--- config.mk ---
export PLATFORM = sky130hd
export DESIGN_NAME = instruction_encoder
export DESIGN_NICKNAME = d
export VERILOG_FILES = /design/src/rtl/instruction_encoder.sv
export SDC_FILE = /design/constraint.sdc
export NUM_CORES = 1
export LEC_CHECK = 0
export ABC_AREA = 1
export BUFFER_PORTS_ARGS = -buffer_cell sky130_fd_sc_hd__clkbuf_2
export CAP_MARGIN = 20
export CORE_MARGIN = 3
export CORE_UTILIZATION = 34
export DETAILED_ROUTE_END_ITERATION = 7
export MAX_ROUTING_LAYER = met4
export PLACE_DENSITY = 0.64
export SYNTH_ARGS = -nofsm -noshare
export SYNTH_HDL_FRONTEND = slang
export SYNTH_SLANG_ARGS = --single-unit
--- constraint.sdc ---
create_clock -name clk -period 2.9 [get_ports clk]
set_input_delay 0 -clock clk [delete_from_list [all_inputs] [get_ports clk]]
set_output_delay 0 -clock clk [all_outputs]
set_load 0.05 [all_outputs]
--- src/rtl/instruction_encoder.sv ---
// instruction_encoder: packs RISC-V style instruction fields (R/I/S/B/U/J)
// into a 32-bit word and buffers the results in a small output FIFO.
//
// Handshake: a transfer happens on a rising edge where valid and ready are
// both high. Once valid is raised, the payload is held until that edge.
// in_ready depends only on FIFO occupancy, never on out_ready.
//
// Optional feature: define INSTRUCTION_ENCODER_CHECK_EN to store a per-entry
// range-check error bit. Without it err is tied low and fields truncate.
module instruction_encoder #(
  parameter int OUT_DEPTH = 2
) (
  input  logic        clk,
  input  logic        rst,
  input  logic        in_valid,
  output logic        in_ready,
  input  logic [2:0]  fmt,
  input  logic [6:0]  opcode,
  input  logic [4:0]  rd,
  input  logic [4:0]  rs1,
  input  logic [4:0]  rs2,
  input  logic [2:0]  funct3,
  input  logic [6:0]  funct7,
  input  logic [31:0] imm,
  output logic [31:0] instr,
  output logic        out_valid,
  input  logic        out_ready,
  output logic        err,
  output logic [15:0] enc_count
);

  localparam int AW = $clog2(OUT_DEPTH);
  localparam int CW = AW + 1;

  localparam logic [2:0] FMT_R = 3'd0;
  localparam logic [2:0] FMT_I = 3'd1;
  localparam logic [2:0] FMT_S = 3'd2;
  localparam logic [2:0] FMT_B = 3'd3;
  localparam logic [2:0] FMT_U = 3'd4;
  localparam logic [2:0] FMT_J = 3'd5;

  logic [AW-1:0] wptr;
  logic [AW-1:0] rptr;
  logic [CW-1:0] count;
  logic [31:0]   mem [OUT_DEPTH];
  logic [31:0]   last_instr;
  logic [31:0]   enc_word;
  logic          push;
  logic          pop;

  assign in_ready  = (count != CW'(OUT_DEPTH));
  assign out_valid = (count != '0);
  assign push      = in_valid & in_ready;
  assign pop       = out_valid & out_ready;

  // Head of the FIFO when occupied; otherwise the last word handed out,
  // so instr stays stable while the buffer is empty.
  assign instr = out_valid ? mem[rptr] : last_instr;

  // Field packing for each format; illegal formats encode to zero.
  always_comb begin
    enc_word = 32'h0000_0000;
    case (fmt)
      FMT_R: enc_word = {funct7, rs2, rs1, funct3, rd, opcode};
      FMT_I: enc_word = {imm[11:0], rs1, funct3, rd, opcode};
      FMT_S: enc_word = {imm[11:5], rs2, rs1, funct3, imm[4:0], opcode};
      FMT_B: enc_word = {imm[12], imm[10:5], rs2, rs1, funct3, imm[4:1],
                         imm[11], opcode};
      FMT_U: enc_word = {imm[31:12], rd, opcode};
      FMT_J: enc_word = {imm[20], imm[10:1], imm[11], imm[19:12], rd, opcode};
      default: enc_word = 32'h0000_0000;
    endcase
  end

  // Pointers, occupancy, held output word and accepted-bundle counter.
  always_ff @(posedge clk) begin
    if (rst) begin
      wptr       <= '0;
      rptr       <= '0;
      count      <= '0;
      last_instr <= 32'h0000_0000;
      enc_count  <= 16'h0000;
    end else begin
      if (push) begin
        wptr      <= wptr + AW'(1);
        enc_count <= enc_count + 16'h0001;
      end
      if (pop) begin
        rptr       <= rptr + AW'(1);
        last_instr <= mem[rptr];
      end
      if (push && !pop) begin
        count <= count + CW'(1);
      end else if (pop && !push) begin
        count <= count - CW'(1);
      end
    end
  end

  // FIFO storage; contents are only meaningful below the occupancy count.
  always_ff @(posedge clk) begin
    if (push) begin
      mem[wptr] <= enc_word;
    end
  end

`ifdef INSTRUCTION_ENCODER_CHECK_EN
  logic err_mem [OUT_DEPTH];
  logic enc_err;

  // Range check: immediate must fit the format's field after sign extension.
  always_comb begin
    enc_err = 1'b0;
    case (fmt)
      FMT_R: enc_err = 1'b0;
      FMT_I, FMT_S: enc_err = (imm[31:11] != {21{imm[11]}});
      FMT_B: enc_err = (imm[31:12] != {20{imm[12]}}) | imm[0];
      FMT_U: enc_err = (imm[11:0] != 12'h000);
      FMT_J: enc_err = (imm[31:20] != {12{imm[20]}}) | imm[0];
      default: enc_err = 1'b1;
    endcase
  end

  // Error bit travels alongside its encoded word.
  always_ff @(posedge clk) begin
    if (push) begin
      err_mem[wptr] <= enc_err;
    end
  end

  assign err = out_valid & err_mem[rptr];
`else
  assign err = 1'b0;
`endif

endmodule

==> impl_metrics.py, run 1 <==
metrics = {
    "drt": {
        "wl_um": 12900,
        "detail-route-antenna-nets": 0,
        "vias": 4694,
        "routed_via_density": 4.46,
        "wl_per_cell_um": 12.2,
        "firstDrtPassIters": 4,
        "drt_iter0_drc": 224,
        "drc": 0,
    },
    "critical_path": {
        "r2r.worst_path.cells": 9,
        "end_kind": "output pin",
        "criticalPathCategory": "flop to output pin",
        "reg2reg_slack_ps": 1250,
        "critPathRequiredTime_ps": 2900,
        "critical_path_arrival_ps": 2200,
        "r2r_start": "count[0]",
        "cp-start-kind": "flop",
        "r2r-end": "count[1]",
        "path_max_fanout": 51,
    },
    "logic_synthesis": {
        "yosys.area.top_type": "edfxtp_1",
        "ys_top_cells_by_count": "nand2_1 (161), o21ai_0 (96), inv_1 (93), edfxtp_1 (64), dfxtp_1 (53)",
        "async_reset_ff_share_pct": 0,
        "yosysWarnings": 0,
        "synth_edf_count": 64,
        "syn_nets": 735,
        "synth.distinct_cells": 31,
        "synth-main-ff-cell": "edfxtp_1",
        "syn-instance-count": 662,
        "syn_area_per_cell_sq_um": 8.29,
        "netlist.area_leader.share_pct": 35.0,
        "synth.most_common_cell": "nand2_1",
        "seq_area_frac_synth_pct": 54.4,
        "yosys_register_bits": 117,
        "syn_area_sq_mm": 0.00549,
        "netlist_top_cells_area": "edfxtp_1 (35%), dfxtp_1 (19%), nand2_1 (11%)",
    },
    "cells_and_area": {
        "fill_cells": 1479,
        "drive_gt1_share_pct": 20.8,
        "final_area_sq_mm": 0.00738,
        "area_delta_synth_final_pct": 34.6,
        "num-nets-final": 902,
        "antenna_cells": 0,
    },
    "timing": {
        "final.setup.tns_ps": 0,
        "fin_crit_sh_pct": 75.8,
        "final_hold_viol_count": 0,
        "hold_slack_ps": 28.0,
        "max_freq_ghz": 0.455,
        "max-slew-margin-rel_pct": 37.8,
        "setup_viol": 0,
        "slew_violations": 0,
        "skew_ps": 9.52,
        "min_period_ps": 2200,
        "rsz0062_at_grt": "no",
        "worstMarginPinSlew_ps": 932,
    },
    "min_path": {
        "holdCritStartpoint": "imm[12]",
        "holdPathStages": 3,
        "whs_endpoint": "mem[0][12]",
        "hold_path.class": "input pin to flop",
    },
    "placed_design": {
        "dp_hpwl_um": 8390,
        "gp_congestion": 0.803,
        "port_buffers": 120,
        "place_area_sq_mm": 0.00619,
    },
    "grt": {
        "grt-ovfl-total": 0,
        "grtUsageMet2_pct": 24.9,
        "grt_pass1_vias": 4376,
        "top_usage_layer": "met2",
        "grt_max_degree": 66,
        "grt_usage_pct": 15.3,
        "gr-usage-met1_pct": 18.7,
        "grt_pass1_wl_um": 21100,
        "grtUsageMet3_pct": 3.35,
        "antenna_found_initial": 0,
    },
    "power_and_ir_drop": {
        "p_leak_nw": 3.22,
        "ir_worst_vdd_uv": 419,
        "power_w": 0.00716,
        "power_density_mw_per_mm2": 970,
    },
    "clocking": {
        "clk_pin_slew_ps": 50,
        "ctsLongestPathBuffers": 2,
        "htreeDepth": 4,
        "cts_tree": "done",
        "numClockSinks": 117,
        "insertion_delay_ps": 410,
        "cts-resized-gates": 0,
        "postCtsSetupBuffers": 0,
        "root_buffer": "clkbuf_16",
        "cts_buffers": 17,
    },
    "floorplan": {
        "core_area_sq_mm": 0.0155,
        "ioPinCount": 122,
        "fp.dieH_um": 133,
        "die-area_sq_mm": 0.0177,
        "start_util_pct": 35.4,
        "die_w_um": 133,
        "rows": 45,
    },
    "job": {
        "maxCapViolCount": 0,
    },
    "outcome": {
        "status": "completed",
    },
}
## layout by cell type, fill, tap and decap left out, types with 3 or more instances in the layout
| cell type | count |
|---|---|
| inv_2 | 5 |
| o21ai_0 | 96 |
| nand3_1 | 35 |
| nand4_1 | 3 |
| buf_4 | 6 |
| dfxtp_1 | 52 |
| nand2_1 | 161 |
| dlygate4sd3_1 | 54 |
| edfxtp_1 | 64 |
| nor2_1 | 42 |
| a21oi_1 | 43 |
| inv_1 | 93 |
| bufinv_16 | 5 |
| clkbuf_2 | 120 |
| o21ai_1 | 10 |
| clkinv_4 | 3 |
| nand2_4 | 4 |
| clkbuf_16 | 17 |
| nor2_4 | 5 |
## area by class of cell
| cell class | count | area, sq um | share of cell area [%] |
|---|---|---|---|
| well taps | 211 | 264 | 3.58 |
| inverters | 98 | 368 | 4.98 |
| multi-input cells | 415 | 1930 | 26.2 |
| clock buffers | 19 | 443 | 6.00 |
| clock inverters | 13 | 205 | 2.78 |
| repair buffers | 180 | 1190 | 16.1 |
| flip-flops and latches | 117 | 2980 | 40.4 |
## per-layer routing
layer | vias to the layer above | share of wire (%) | wire length (um)
met5 | - | 0 | 0
met4 | 0 | 1.9 | 238
met3 | 19 | 5.2 | 667
met2 | 124 | 47 | 6090
met1 | 2066 | 46 | 5860
li1 | 2485 | - | -
## what timing repair did
item                                    CTS  global route
hold buffers                             54             0
hold endpoints to repair                 65             0
endpoints found under the setup margin    0             0
## worst max-delay path: stages (launching register included)
cell	delay [ps]
dfxtp_2	840
buf_4	310
nand2_1	60
o21ai_0	100
nand2_1	70
o21ai_0	90
clkbuf_2	310
## flip-flops by register name, summed over array words and instances, names as in the netlist, named ones only
register and cells:
last_instr 32, count 2, rptr 1, wptr 1, enc_count 16, mem 64
## how the worst max path moves through the flow
stage	start	to	slack, ps	cells after the start
global route	flop	instr[2]	420	6
finish	flop	instr[6]	700	6
floorplan	count[0]	mem[1][0]	400	4
detailed placement	flop	instr[6]	1070	6
CTS	flop	instr[6]	620	6
global placement	flop	instr[6]	1100	6
## cell families (layout without fill, tap and decap cells)
kind of cell	Yosys count	count (layout)	synth area share, %
buf+inv	130	310	10.7
compound gates	155	155	14.4
fa+ha+maj	2	2	0.456
other cells	1	1	0.0684
simple gates	257	257	20.0
flops	117	117	54.4
## power by group
part / switching, W / internal [W]
Clock: 0.000733 / 0.00154
Sequential: 0.000129 / 0.00208
Combinational: 0.00206 / 0.000611
## metrics by stage
stage / utilization [%] / std cells / setup slack (ps)
2_1_floorplan: - / 662 / 396
3_3_place_gp: 40.0 / 967 / 1100
3_5_place_dp: 40.0 / 967 / 1070
4_1_cts: 47.7 / 1053 / 623
5_1_grt: 47.7 / 1053 / 417
6_report: 47.7 / 1053 / 702
(Power assumes the default switching activity.)
==> inputs of run 2 (changes only) <==
==> constraint.sdc (replaced) <==
create_clock -name clk -period 2.15 [get_ports clk]
set_input_delay 0 -clock clk [delete_from_list [all_inputs] [get_ports clk]]
set_output_delay 0 -clock clk [all_outputs]
set_load 0.05 [all_outputs]
==> impl_metrics.py, run 2 (synthesis gave the netlist of run 1 again) <==
metrics = {
    "outcome": {
        "status": "completed",
    },
    "critical_path": {
        "critical_path_arrival_ps": 1920,
        "criticalPathCategory": "flop to output pin",
        "r2r-end": "count[1]",
        "critPathRequiredTime_ps": 2150,
        "cp-start-kind": "flop",
        "r2r.worst_path.cells": 9,
        "end_kind": "output pin",
        "path_max_fanout": 65,
        "reg2reg_slack_ps": 510,
        "r2r_start": "count[0]",
        "critPathLaunch": "count[1]",
    },
    "timing": {
        "max_freq_ghz": 0.522,
        "rsz0062_at_grt": "no",
        "final_hold_viol_count": 0,
        "slew_violations": 0,
        "setup_viol": 0,
        "skew_ps": 5.18,
        "fin_crit_sh_pct": 89.2,
        "final.setup.tns_ps": 0,
        "fin_ws_ps": 233,
        "min_period_ps": 1920,
    },
    "drt": {
        "firstDrtPassIters": 4,
        "routed_via_density": 4.46,
        "detail-route-antenna-nets": 0,
        "drt_iter0_drc": 273,
        "wl_um": 12600,
        "drc": 0,
        "vias": 4712,
        "wl_per_cell_um": 11.9,
    },
    "floorplan": {
        "ioPinCount": 122,
        "die-area_sq_mm": 0.0177,
        "fp.dieH_um": 133,
        "die_w_um": 133,
        "rows": 45,
        "core_area_sq_mm": 0.0155,
        "start_util_pct": 35.4,
    },
    "min_path": {
        "hold_path.class": "input pin to flop",
        "whs_endpoint": "mem[0][9]",
        "holdCritStartpoint": "imm[2]",
        "holdPathStages": 3,
    },
    "cells_and_area": {
        "max_flop_register": "mem",
        "final_cells": 1056,
        "num-nets-final": 905,
        "largest_reg_flops": 64,
        "final_area_sq_mm": 0.00741,
        "area_delta_synth_final_pct": 35.2,
        "antenna_cells": 0,
        "top_regs": "mem (64), last_instr (32), enc_count (16)",
        "drive_gt1_share_pct": 21.1,
        "fill_cells": 1489,
        "final_cell_mix": "nand2_1 (161), clkbuf_2 (120), o21ai_0 (96), inv_1 (93), edfxtp_1 (64)",
        "final_common_cell": "nand2_1",
    },
    "clocking": {
        "htreeDepth": 4,
        "ctsLongestPathBuffers": 2,
        "root_buffer": "clkbuf_16",
        "cts_buffers": 17,
        "numClockSinks": 117,
        "clk_pin_slew_ps": 50,
        "insertion_delay_ps": 410,
        "cts_tree": "done",
    },
    "grt": {
        "grt_pass1_vias": 4308,
        "grt_usage_pct": 14.7,
        "grt-ovfl-total": 0,
        "grt_max_degree": 66,
        "grt_pass1_wl_um": 20500,
        "antenna_found_initial": 0,
    },
    "power_and_ir_drop": {
        "power_density_mw_per_mm2": 1290,
        "power_w": 0.00957,
        "ir_worst_vdd_uv": 555,
        "p_leak_nw": 3.23,
    },
    "job": {
        "maxCapViolCount": 0,
    },
    "placed_design": {
        "port_buffers": 120,
        "place_area_sq_mm": 0.00625,
        "gp_congestion": 0.797,
        "dp_slack_ps": 525,
        "dp_hpwl_um": 8730,
        "place_inst": 970,
    },
}
run 2: cell count changes in the layout (fill, tap and decap cells not counted), sizes merged:
cell	delta
bufinv	-1
clkbuf	-1
buf	+3
clkinvlp	+3
clkinv	-1
run 2: area by class of cell:
class	count	area, sq um	share of cell area [%]
Sequential cell	117	2990	40.3
Multi-Input combinational cell	415	1930	26.0
Timing Repair Buffer	183	1250	16.9
Clock buffer	18	429	5.79
Inverter	98	368	4.96
Tap cell	211	264	3.56
Clock inverter	14	185	2.50
run 2: metrics by stage:
stage / utilization [%] / hold slack, ps
floorplan: - / 71.5
global placement: 40.4 / 224
detailed placement: 40.4 / 229
CTS: 47.8 / 6.81
global route: 47.9 / 30.1
finish: 47.9 / 11.3
run 2: worst max-delay path by stage:
stage	end
finish	instr[10]
global route	instr[31]
CTS	instr[10]
detailed placement	count[1]
global placement	count[1]
floorplan	instr[22]
run 2: repair_timing:
item | 4_1_cts | 5_1_grt
hold buffers | 54 | 0
endpoints found under the hold margin | 65 | 0
setup endpoints to repair | 0 | 2
setup buffers | 0 | 0
resized for setup | 0 | 2
run 2: critical path: stages, from the launching register on:
cell      delay [ps]
dfxtp_1          380
inv_2             70
nand2_4           80
buf_6            370
nand2_1          110
o21ai_0          140
clkbuf_2         330
run 2: report_power, final:
| group | leakage (nW) | switching [W] | internal [W] |
|---|---|---|---|
| sequential | 1.04 | 0.000137 | 0.00281 |
| clock | 0.285 | 0.000991 | 0.00192 |
| combinational | 1.90 | 0.00283 | 0.000879 |
| total | 3.23 | 0.00396 | 0.00561 |
run 2: metal layers:
metal	GRT usage, %	vias up	part of all wire (%)
li1	-	2503	-
met1	18.5	2069	47
met2	23.0	118	46
met3	3.46	22	4.9
met4	5.95	0	2.2
met5	-	-	0
